File: config.mk
export PLATFORM = sky130hd
export DESIGN_NAME = core_status_monitor
export DESIGN_NICKNAME = d
export VERILOG_FILES = /design/src/rtl/core_status_monitor.sv
export SDC_FILE = /design/constraint.sdc
export NUM_CORES = 1
export LEC_CHECK = 0
export ABC_AREA = 1
export ABC_CLOCK_PERIOD_IN_PS = 2300
export BUFFER_PORTS_ARGS = -buffer_cell sky130_fd_sc_hd__buf_2
export CAP_MARGIN = 20
export CORE_ASPECT_RATIO = 0.9
export CORE_UTILIZATION = 49
export CTS_CLUSTER_SIZE = 25
export DETAILED_ROUTE_END_ITERATION = 10
export PLACE_DENSITY = 0.72
export SLEW_MARGIN = 20
export SYNTH_ARGS = -nofsm -noshare
export SYNTH_HDL_FRONTEND = slang
export SYNTH_SLANG_ARGS = --single-unit
export TNS_END_PERCENT = 10
File: constraint.sdc
create_clock -name i_clk -period 2.3 [get_ports i_clk]
set_clock_uncertainty 0.2 [all_clocks]
set_input_delay 0 -clock i_clk [delete_from_list [all_inputs] [get_ports i_clk]]
set_output_delay 0 -clock i_clk [all_outputs]
set_load 0.05 [all_outputs]
File: src/rtl/core_status_monitor.sv
// core_status_monitor
// Watches the per-instruction status stream of the multi-cycle MIPS core.
// It counts R-type and I-type completions with saturating counters and
// buffers every status code in a small circular FIFO that a host drains
// with valid/ready. It stops accepting input once the core reports
// overflow or end-of-program, lets the host empty the FIFO, then halts.
module core_status_monitor #(
    parameter int DEPTH = 8,
    parameter int CNT_W = 16
) (
    input  logic                     i_clk,
    input  logic                     i_rst,
    input  logic [1:0]               i_status,
    input  logic                     i_status_valid,
    output logic [1:0]               o_out_status,
    output logic                     o_out_valid,
    input  logic                     i_out_ready,
    output logic [CNT_W-1:0]         o_r_count,
    output logic [CNT_W-1:0]         o_i_count,
    output logic [$clog2(DEPTH):0]   o_fifo_level,
    output logic                     o_drop,
    output logic                     o_overflow,
    output logic                     o_done
);

    localparam int AW = $clog2(DEPTH);
    localparam int LW = AW + 1;
    localparam logic [LW-1:0]    LVL_FULL = LW'(DEPTH);
    localparam logic [CNT_W-1:0] CNT_MAX  = '1;

    localparam logic [1:0] CODE_R_TYPE   = 2'd0;
    localparam logic [1:0] CODE_I_TYPE   = 2'd1;
    localparam logic [1:0] CODE_OVERFLOW = 2'd2;

    typedef enum logic [1:0] {
        RUN   = 2'd0,
        DRAIN = 2'd1,
        HALT  = 2'd2
    } StateT;

    StateT            r_state;
    StateT            w_nextState;

    logic [1:0]       r_mem [DEPTH];
    logic [AW-1:0]    r_wrPtr;
    logic [AW-1:0]    r_rdPtr;
    logic [LW-1:0]    r_level;

    logic [CNT_W-1:0] r_rCount;
    logic [CNT_W-1:0] r_iCount;
    logic             r_drop;
    logic             r_overflow;

    logic             w_event;
    logic             w_pop;
    logic             w_pushAllowed;
    logic             w_push;

    // Only RUN listens to the core; DRAIN and HALT ignore the input stream.
    // A pop frees a slot in the same cycle, so a full FIFO can still accept
    // a push when the host is taking the head.
    assign w_event       = (r_state == RUN) && i_status_valid;
    assign w_pop         = o_out_valid && i_out_ready;
    assign w_pushAllowed = (r_level != LVL_FULL) || w_pop;
    assign w_push        = w_event && w_pushAllowed;

    assign o_out_valid  = (r_level != '0);
    assign o_out_status = r_mem[r_rdPtr];
    assign o_fifo_level = r_level;
    assign o_r_count    = r_rCount;
    assign o_i_count    = r_iCount;
    assign o_drop       = r_drop;
    assign o_overflow   = r_overflow;
    assign o_done       = (r_state == HALT);

    // State register for the RUN/DRAIN/HALT sequencer.
    always_ff @(posedge i_clk) begin
        if (i_rst) begin
            r_state <= RUN;
        end else begin
            r_state <= w_nextState;
        end
    end

    // A terminal code (overflow or end, both with the top bit set) ends the
    // run even if its push was dropped; HALT follows one edge after the
    // FIFO has been observed empty while draining.
    always_comb begin
        w_nextState = r_state;
        case (r_state)
            RUN: begin
                if (w_event && i_status[1]) begin
                    w_nextState = DRAIN;
                end
            end
            DRAIN: begin
                if (r_level == '0) begin
                    w_nextState = HALT;
                end
            end
            HALT: begin
                w_nextState = HALT;
            end
            default: begin
                w_nextState = RUN;
            end
        endcase
    end

    // Circular FIFO storage, pointers and occupancy. Storage is cleared on
    // reset so the head output reads zero while the FIFO is empty.
    always_ff @(posedge i_clk) begin
        if (i_rst) begin
            for (int k = 0; k < DEPTH; k++) begin
                r_mem[k] <= 2'd0;
            end
            r_wrPtr <= '0;
            r_rdPtr <= '0;
            r_level <= '0;
        end else begin
            if (w_push) begin
                r_mem[r_wrPtr] <= i_status;
                r_wrPtr        <= r_wrPtr + 1'b1;
            end
            if (w_pop) begin
                r_rdPtr <= r_rdPtr + 1'b1;
            end
            if (w_push && !w_pop) begin
                r_level <= r_level + 1'b1;
            end else if (w_pop && !w_push) begin
                r_level <= r_level - 1'b1;
            end
        end
    end

    // Saturating instruction counters; they count every RUN event whether
    // or not the FIFO had room for it.
    always_ff @(posedge i_clk) begin
        if (i_rst) begin
            r_rCount <= '0;
            r_iCount <= '0;
        end else begin
            if (w_event && (i_status == CODE_R_TYPE) && (r_rCount != CNT_MAX)) begin
                r_rCount <= r_rCount + 1'b1;
            end
            if (w_event && (i_status == CODE_I_TYPE) && (r_iCount != CNT_MAX)) begin
                r_iCount <= r_iCount + 1'b1;
            end
        end
    end

    // Sticky flags: lost status words and core arithmetic overflow.
    always_ff @(posedge i_clk) begin
        if (i_rst) begin
            r_drop     <= 1'b0;
            r_overflow <= 1'b0;
        end else begin
            if (w_event && !w_pushAllowed) begin
                r_drop <= 1'b1;
            end
            if (w_event && (i_status == CODE_OVERFLOW)) begin
                r_overflow <= 1'b1;
            end
        end
    end

endmodule

==> results.md, run 1 <==
- The depth of the CTS H-tree is 3.
- The Yosys step of the flow raised 0 warnings.
- In this run the core area contains 28 standard-cell rows.
- The relative max-transition margin is 74.5%.
- The post-synthesis cell count is 489.
- Summing over every cut layer, the via total after detailed routing is 3,265.
- Counting cells, the worst reg-to-reg path comes to 14.
- The total count of hold-check failures in the final report came to 0.
- The worst register-to-register path begins at r_state[0].
- The via count of the first global-routing pass is 2,952.
- For the pin with the worst max-slew slack, the measured transition is 0.382 ns.
- The post-route fraction of the period consumed by the critical path is 93.3%.
- The initial antenna violation count is 0.
- The HPWL after detailed placement is 5.49 mm.
- Timing would allow up to 466 MHz.
- The path type of the worst setup path is reg -> reg.
- The count of port buffers added during placement is 47.
- Internal power comes to 2.17 mW.
- IR analysis of the VDD net gives a maximum drop of 0.841 mV.
- After detailed routing, the total wire length is 7.53 mm.
- Counting the fill cells in the layout gives 610.
- Ranked by total cell area, the synthesized netlist is headed by sky130_fd_sc_hd__dfxtp_1 28%, sky130_fd_sc_hd__edfxtp_1 14%, sky130_fd_sc_hd__nor2_1 12%, sky130_fd_sc_hd__nand2_1 12%, sky130_fd_sc_hd__a21oi_1 5.5%.
- The number of setup buffers added after CTS is 0.
- After the last flow step, the layout net total stands at 569.
- The run finished with clean final reports.
- The final-layout setup total negative slack is 0 ns.
- The number of clock sinks is 65.
- The power share of the clock group is 26.8%.
- The violation count after the first detailed-routing iteration is 125.
- The number of setup violations in the final report is 0.
- The per-instance average area after synthesis is 7.10 um^2.
- After detailed routing, the number of vias per cell comes to 5.05.
- Across all register-to-register paths, the minimum setup slack is 0.15 ns.
- Global routing finished with a remaining overflow of 0.
- The total iterations of the first detailed-routing run is 4.
- The tightest hold path in the finished design has a slack of 0.267 ns.
- In this run, the combinational gates consume 32.8% of the power.
- The post-layout total power is 3.49 mW.
- The most critical setup path has its startpoint at r_state[0].
- Yosys mapped the design onto 31 distinct sky130hd cell types.
- For the worst setup path, the data arrival time is 2.22 ns.
- The antenna violation net count after detailed routing is 0.
- The library cells used most frequently in the layout, excluding fill and tap cells, are 111 x sky130_fd_sc_hd__nor2_1, 108 x sky130_fd_sc_hd__nand2_1, 47 x sky130_fd_sc_hd__buf_2.
- Subtracting the final worst setup slack from the clock period gives 2.15 ns.
- The share of power burned in registers is 40.4%.
- Summing the sequential cell areas from Yosys gives 42.1% of the chip area.
- The floorplan step set the die width to 90.7 um.
- The termination of the worst setup path is o_fifo_level[3].
- STA classifies the critical path endpoint as a flop.
- The async set or reset register ratio after synthesis is 0%.
- In this run the critical register-to-register path is captured at o_fifo_level[3].
- Max-cap violations in this run came to 0.
- The required time at the worst-slack endpoint is 2.37 ns.
- The synthesized design contains 16 enable-type register cells.
- The weighted congestion reported at the end of routability-driven placement is 0.862.
- The total DRC errors in the routed layout is 0.
- Net switching is 37.6% of the power.
- The floorplan step defined a core boundary enclosing 6730 um^2.
- The root buffer cell chosen for the clock tree is sky130_fd_sc_hd__clkbuf_8.
- The total routing resource utilization after global routing is 21.0%.
- The insertion delay of the later-clocked pin in the worst-skew pair is 0.34 ns.
- After synthesis the cells add up to 3470 um^2.
- For this design the ratio of total power to cell area is 843 nW/um^2.
- The CTS tree is yes.
- Synthesis produced a netlist with a net count of 507.
- The repair_antennas step left the layout with diodes totalling 0.
- The clock transition at the register clock pins on the worst setup and hold paths after CTS is 0.07 ns.
- Summed over all nets, the switching power comes to 1.31 mW.
- The routed length per instance is 11.7 um.
- The height of the die is 81.9 um.
- In this run, CTS created clock tree buffers numbering 9.
- The number of placed I/O pins is 48.
- The pin count of the biggest net entering global routing is 27.
- Setup repair after global routing left no endpoint under its margin.
- Once the floorplan was initialized, standard cells occupied 51.6% of the core.
- The path class of the tightest hold or removal check is reg -> reg.
- The maximum net fanout on the critical path is 4.
- The total count of max-transition violations in the final report was 0.
- The leading area contributor after synthesis is sky130_fd_sc_hd__dfxtp_1.
- The first global-routing pass estimated 12.4 mm of wire.
- Before CTS, the worst setup slack after placement is -0.00999 ns.
- Relative to the synthesized area, the layout overhead comes to 19.1%.
- The worst path meets setup with 0.154 ns of slack.
- In the synthesized netlist the dominant register cell turns out to be sky130_fd_sc_hd__dfxtp_1.
- The most frequent standard cell in the layout excluding fill and tap cells is sky130_fd_sc_hd__nor2_1.
- The worst setup path is launched from a flop.
- The die covers 7430 um^2.
- The clock passes through at most 2 buffers.
- After synthesis, the largest area contributor takes up 28.3% of total cell area.
- The leakage power total is 1.79 nW.
- The synthesized design contains 65 register bits.
- In the final layout, the share of cells above drive strength 1 is 19.2%.
## worst max-delay path, cell delays in order (launching register included)
cell	delay (ns)
sky130_fd_sc_hd__dfxtp_1	0.35
sky130_fd_sc_hd__inv_2	0.06
sky130_fd_sc_hd__ha_4	0.16
sky130_fd_sc_hd__nand2_4	0.05
sky130_fd_sc_hd__inv_1	0.05
sky130_fd_sc_hd__nand2_2	0.09
sky130_fd_sc_hd__inv_4	0.05
sky130_fd_sc_hd__ha_4	0.16
sky130_fd_sc_hd__inv_4	0.07
sky130_fd_sc_hd__ha_4	0.20
sky130_fd_sc_hd__or2_2	0.27
sky130_fd_sc_hd__nand2_1	0.08
sky130_fd_sc_hd__xnor2_1	0.11
sky130_fd_sc_hd__nand2_1	0.08
sky130_fd_sc_hd__a21oi_2	0.10
## power by group through the flow
stage	logic, mW	clock network [mW]	registers [mW]
floorplan	0.710	0	1.52
global placement	1.03	0	1.41
detailed placement	1.07	0	1.42
CTS	1.11	0.959	1.39
global route	1.26	1.01	1.42
finish	1.14	0.935	1.41
## through the flow
stage	instance area (um^2)	utilization [%]	cells
after global placement	3840	57.1	624
after detailed placement	3840	57.1	624
after floorplan	3500	-	489
after CTS	4110	61.1	647
final	4140	61.5	646
after global routing	4140	61.5	646
## how the worst min path moves through the flow
| stage | from | to | slack [ns] | cells after the start |
|---|---|---|---|---|
| after floorplan | i_status[1] | o_overflow | -0.04 | 2 |
| after global placement | i_status[1] | o_overflow | 0.08 | 3 |
| after detailed placement | i_status[1] | o_overflow | 0.08 | 3 |
| after CTS | r_rdPtr[2] | flop | 0.27 | 2 |
| after global routing | r_rdPtr[2] | flop | 0.30 | 2 |
| final | r_rdPtr[2] | flop | 0.27 | 2 |
## flip-flops by register name, indices dropped and copies added (netlist names), named ones only
| register | flops |
|---|---|
| o_r_count | 16 |
| o_overflow | 1 |
| r_state | 2 |
| o_drop | 1 |
| o_fifo_level | 4 |
| r_wrPtr | 3 |
| r_rdPtr | 3 |
| r_mem | 16 |
| o_i_count | 16 |
## kinds of logic (layout without fill, tap and decap cells)
family / after synthesis / count (layout) / share of synthesized area, %
adders and majority gates: 12 / 12 / 4.54
buffers and inverters: 56 / 123 / 7.13
and+or+nand+nor: 290 / 290 / 36.1
AOI/OAI and AO/OA: 62 / 62 / 9.08
DFF: 65 / 65 / 42.1
xor gates and xnor gates: 4 / 4 / 1.01
## Yosys cell counts (5+ instances only)
| library cell | n |
|---|---|
| sky130_fd_sc_hd__inv_1 | 39 |
| sky130_fd_sc_hd__ha_1 | 11 |
| sky130_fd_sc_hd__nand3_1 | 37 |
| sky130_fd_sc_hd__nand2_1 | 111 |
| sky130_fd_sc_hd__edfxtp_1 | 16 |
| sky130_fd_sc_hd__o21ai_0 | 19 |
| sky130_fd_sc_hd__nor2_4 | 5 |
| sky130_fd_sc_hd__nor2_1 | 112 |
| sky130_fd_sc_hd__dfxtp_1 | 49 |
| sky130_fd_sc_hd__inv_2 | 6 |
| sky130_fd_sc_hd__nand4_1 | 8 |
| sky130_fd_sc_hd__a21oi_1 | 38 |
## area by class of cell
cell class	instances	area (um^2)	area share, %
Clock buffer	10	128	3.09
Clock inverter	6	58.8	1.42
Inverter	45	174	4.21
Multi-Input combinational cell	368	1830	44.2
Sequential cell	65	1470	35.6
Tap cell	90	113	2.72
Timing Repair Buffer	62	363	8.77
## metal layers
layer | GRT usage, % | wire (um)
met3 | 6.20 | 344
met4 | 6.13 | 61
met5 | 0 | 0
met2 | 38.4 | 3580
met1 | 24.0 | 3540
## what timing repair did
item / in CTS / in global routing
endpoints found under the hold margin: 30 / 0
pin swaps: 0 / 0
endpoints found under the setup margin: 1 / 2
gates resized for setup: 1 / 7
hold buffers: 7 / 0
No activity file was read; power rests on OpenSTA's default activity.
==> run 2, diff against run 1 <==
--- a/config.mk
+++ b/config.mk
@@ -13,6 +13,7 @@
 export CORE_UTILIZATION = 49
 export CTS_CLUSTER_SIZE = 25
 export DETAILED_ROUTE_END_ITERATION = 10
+export MAX_ROUTING_LAYER = met4
 export PLACE_DENSITY = 0.72
 export SLEW_MARGIN = 20
 export SYNTH_ARGS = -nofsm -noshare
==> results.md, run 2 (synthesized netlist as in run 1, its figures left out) <==
- The antenna diode count is 0.
- The ratio of total power to cell area is 843 nW/um^2.
- Detailed placement finished with a half-perimeter wire length of 5.49 mm.
- For the pin with the worst max-slew slack, the measured transition is 0.381 ns.
- The maximum operating frequency is 466 MHz.
- The CTS tree is yes.
- The arrival time of the worst setup path is 2.22 ns.
- Using the TritonRoute via totals, the vias-per-cell ratio works out to 5.05.
- The max-cap violation count is 0.
- After layout, the worst path uses 93.3% of the clock period.
- The initial antenna violation count is 0.
- The routed wire length is 7.52 mm.
- The first global-routing pass estimated 12.5 mm of wire.
- The total iterations of the first detailed-routing run is 4.
- The root buffer cell is sky130_fd_sc_hd__clkbuf_8.
- The share of final-layout standard cells stronger than drive strength 1 is 19.2%.
- The total area of sequential cells is 1470 um^2.
- The final core utilization is 61.5%.
- The nature of the critical path endpoint is a flop.
- At the end of routability-driven placement, the weighted congestion stood at 0.876.
- The required time at the worst-slack endpoint is 2.37 ns.
- The relative area change from synthesis to final layout is 19.1%.
- The routed length per instance is 11.6 um.
- Across the VDD grid, the largest voltage drop is 0.841 mV.
- The area of the die is 7430 um^2.
- Leaving out fill and tap cells, the most frequent cells in the layout are 111 x sky130_fd_sc_hd__nor2_1, 108 x sky130_fd_sc_hd__nand2_1, 47 x sky130_fd_sc_hd__buf_2.
- The number of buffers inserted during clock tree synthesis is 9.
- The worst path needs 2.15 ns of the cycle, external delays included.
- 48 I/O pins were placed.
- The path type of the worst setup path is reg -> reg.
- The count of vias placed by the detailed router is 3,263.
- The placed instance area is 3840 um^2.
- The detail route stage leaves a number of antenna-violating nets equal to 0.
- The total DRC errors in the routed layout is 0.
- Summing all multi-input logic gate instances after layout gives 1830 um^2.
- The kind of start point of the critical path is a flop.
- The region available for standard cell placement spans 6730 um^2.
- Leaving out fill and tap cells, the most frequent cell in the layout is sky130_fd_sc_hd__nor2_1.
- For this run, the total global-route usage over all layers was measured as 21.6%.
- The relative max-transition margin is 74.6%.
- The leftover overflow at the end of global routing is 0.
- The standard-cell row count is 28.
- Setup violations remaining at the end of the flow were counted as 0.
- The starting utilization of the core area is 51.6%.
- The maximum net fanout on the critical path is 4.
- The height of the die is 81.9 um.
- The total count of max-transition violations in the final report is 0.
- The layout filler cell count is 610.
- The number of buffers on the longest clock path is 2.
- The number of clock sinks is 65.
- The leakage power total is 1.79 nW.
- The insertion delay of the later-clocked pin in the worst-skew pair is 0.34 ns.
- The total count of hold-check failures in the final report is 0.
- During placement, the flow inserted port buffers numbering 47.
- The net count of the finished layout is 569.
- The run finished with clean final reports.
- The via count of the first global-routing pass is 2,952.
- Setup repair after global routing left no endpoint under its margin.
- The pin count of the biggest net entering global routing is 27.
- The depth of the CTS H-tree is 3.
- The min-delay analysis places its worst path in the category reg -> reg.
- The final standard cell area without fillers is 4140 um^2.
- From left edge to right edge, the die measures 90.7 um.
- After clock tree synthesis, the clock-pin slew on the worst setup and hold paths is 0.07 ns.
- The worst hold slack across all endpoints is 0.267 ns.
- The violation count after the first detailed-routing iteration is 124.
[run 2: per-layer routing]
| metal | GRT usage, % | wire length, um | share of wire (%) |
|---|---|---|---|
| met1 | 24.0 | 3550 | 47 |
| met2 | 38.4 | 3540 | 47 |
| met3 | 6.20 | 341 | 4.5 |
| met4 | 6.13 | 85 | 1.1 |
| met5 | - | 0 | 0 |
[run 2: area by class of cell]
type / count / area share (%)
Clock inverter: 6 / 1.42
Timing Repair Buffer: 62 / 8.77
Multi-Input combinational cell: 368 / 44.2
Sequential cell: 65 / 35.6
Clock buffer: 10 / 3.09
Tap cell: 90 / 2.72
Inverter: 45 / 4.21
[run 2: through the flow]
stage / power, mW / std cells / setup TNS (ns) / worst slack, ns
floorplan: 2.23 / 489 / 0 / 0.00422
global placement: 2.45 / 624 / 0 / 0.0763
detailed placement: 2.49 / 624 / -0.00999 / -0.00999
CTS: 3.46 / 647 / 0 / 0.00851
global route: 3.69 / 646 / 0 / 0.00727
finish: 3.49 / 646 / 0 / 0.154
[run 2: final timing paths]
kind	startpoint	endpoint	slack, ns	depth (start not counted)
hold reg to reg	r_rdPtr[2]	flop	0.27	2
setup reg to reg	r_state[0]	o_fifo_level[3]	0.15	14
hold / removal	r_rdPtr[2]	flop	0.27	2
setup / recovery	r_state[0]	o_fifo_level[3]	0.15	14
[run 2: power by group]
group	switching, mW	internal, mW	total [mW]
Combinational	0.753	0.392	1.14
Sequential	0.118	1.29	1.41
Clock	0.443	0.493	0.936
Total	1.31	2.17	3.49
[run 2: timing repair]
item | 4_1_cts | 5_1_grt
hold endpoints to repair | 30 | 0
hold buffers | 7 | 0
resized for setup | 1 | 7
setup endpoints to repair | 1 | 2
setup buffers | 0 | 0
[run 2: worst max-delay path, cell delays in order, from the launching register on]
cell and delay [ns]:
sky130_fd_sc_hd__dfxtp_1 0.35, sky130_fd_sc_hd__inv_2 0.06, sky130_fd_sc_hd__ha_4 0.16, sky130_fd_sc_hd__nand2_4 0.05, sky130_fd_sc_hd__inv_1 0.05, sky130_fd_sc_hd__nand2_2 0.09, sky130_fd_sc_hd__inv_4 0.05, sky130_fd_sc_hd__ha_4 0.16
sky130_fd_sc_hd__inv_4 0.07, sky130_fd_sc_hd__ha_4 0.20, sky130_fd_sc_hd__or2_2 0.27, sky130_fd_sc_hd__nand2_1 0.08, sky130_fd_sc_hd__xnor2_1 0.11, sky130_fd_sc_hd__nand2_1 0.08, sky130_fd_sc_hd__a21oi_2 0.10
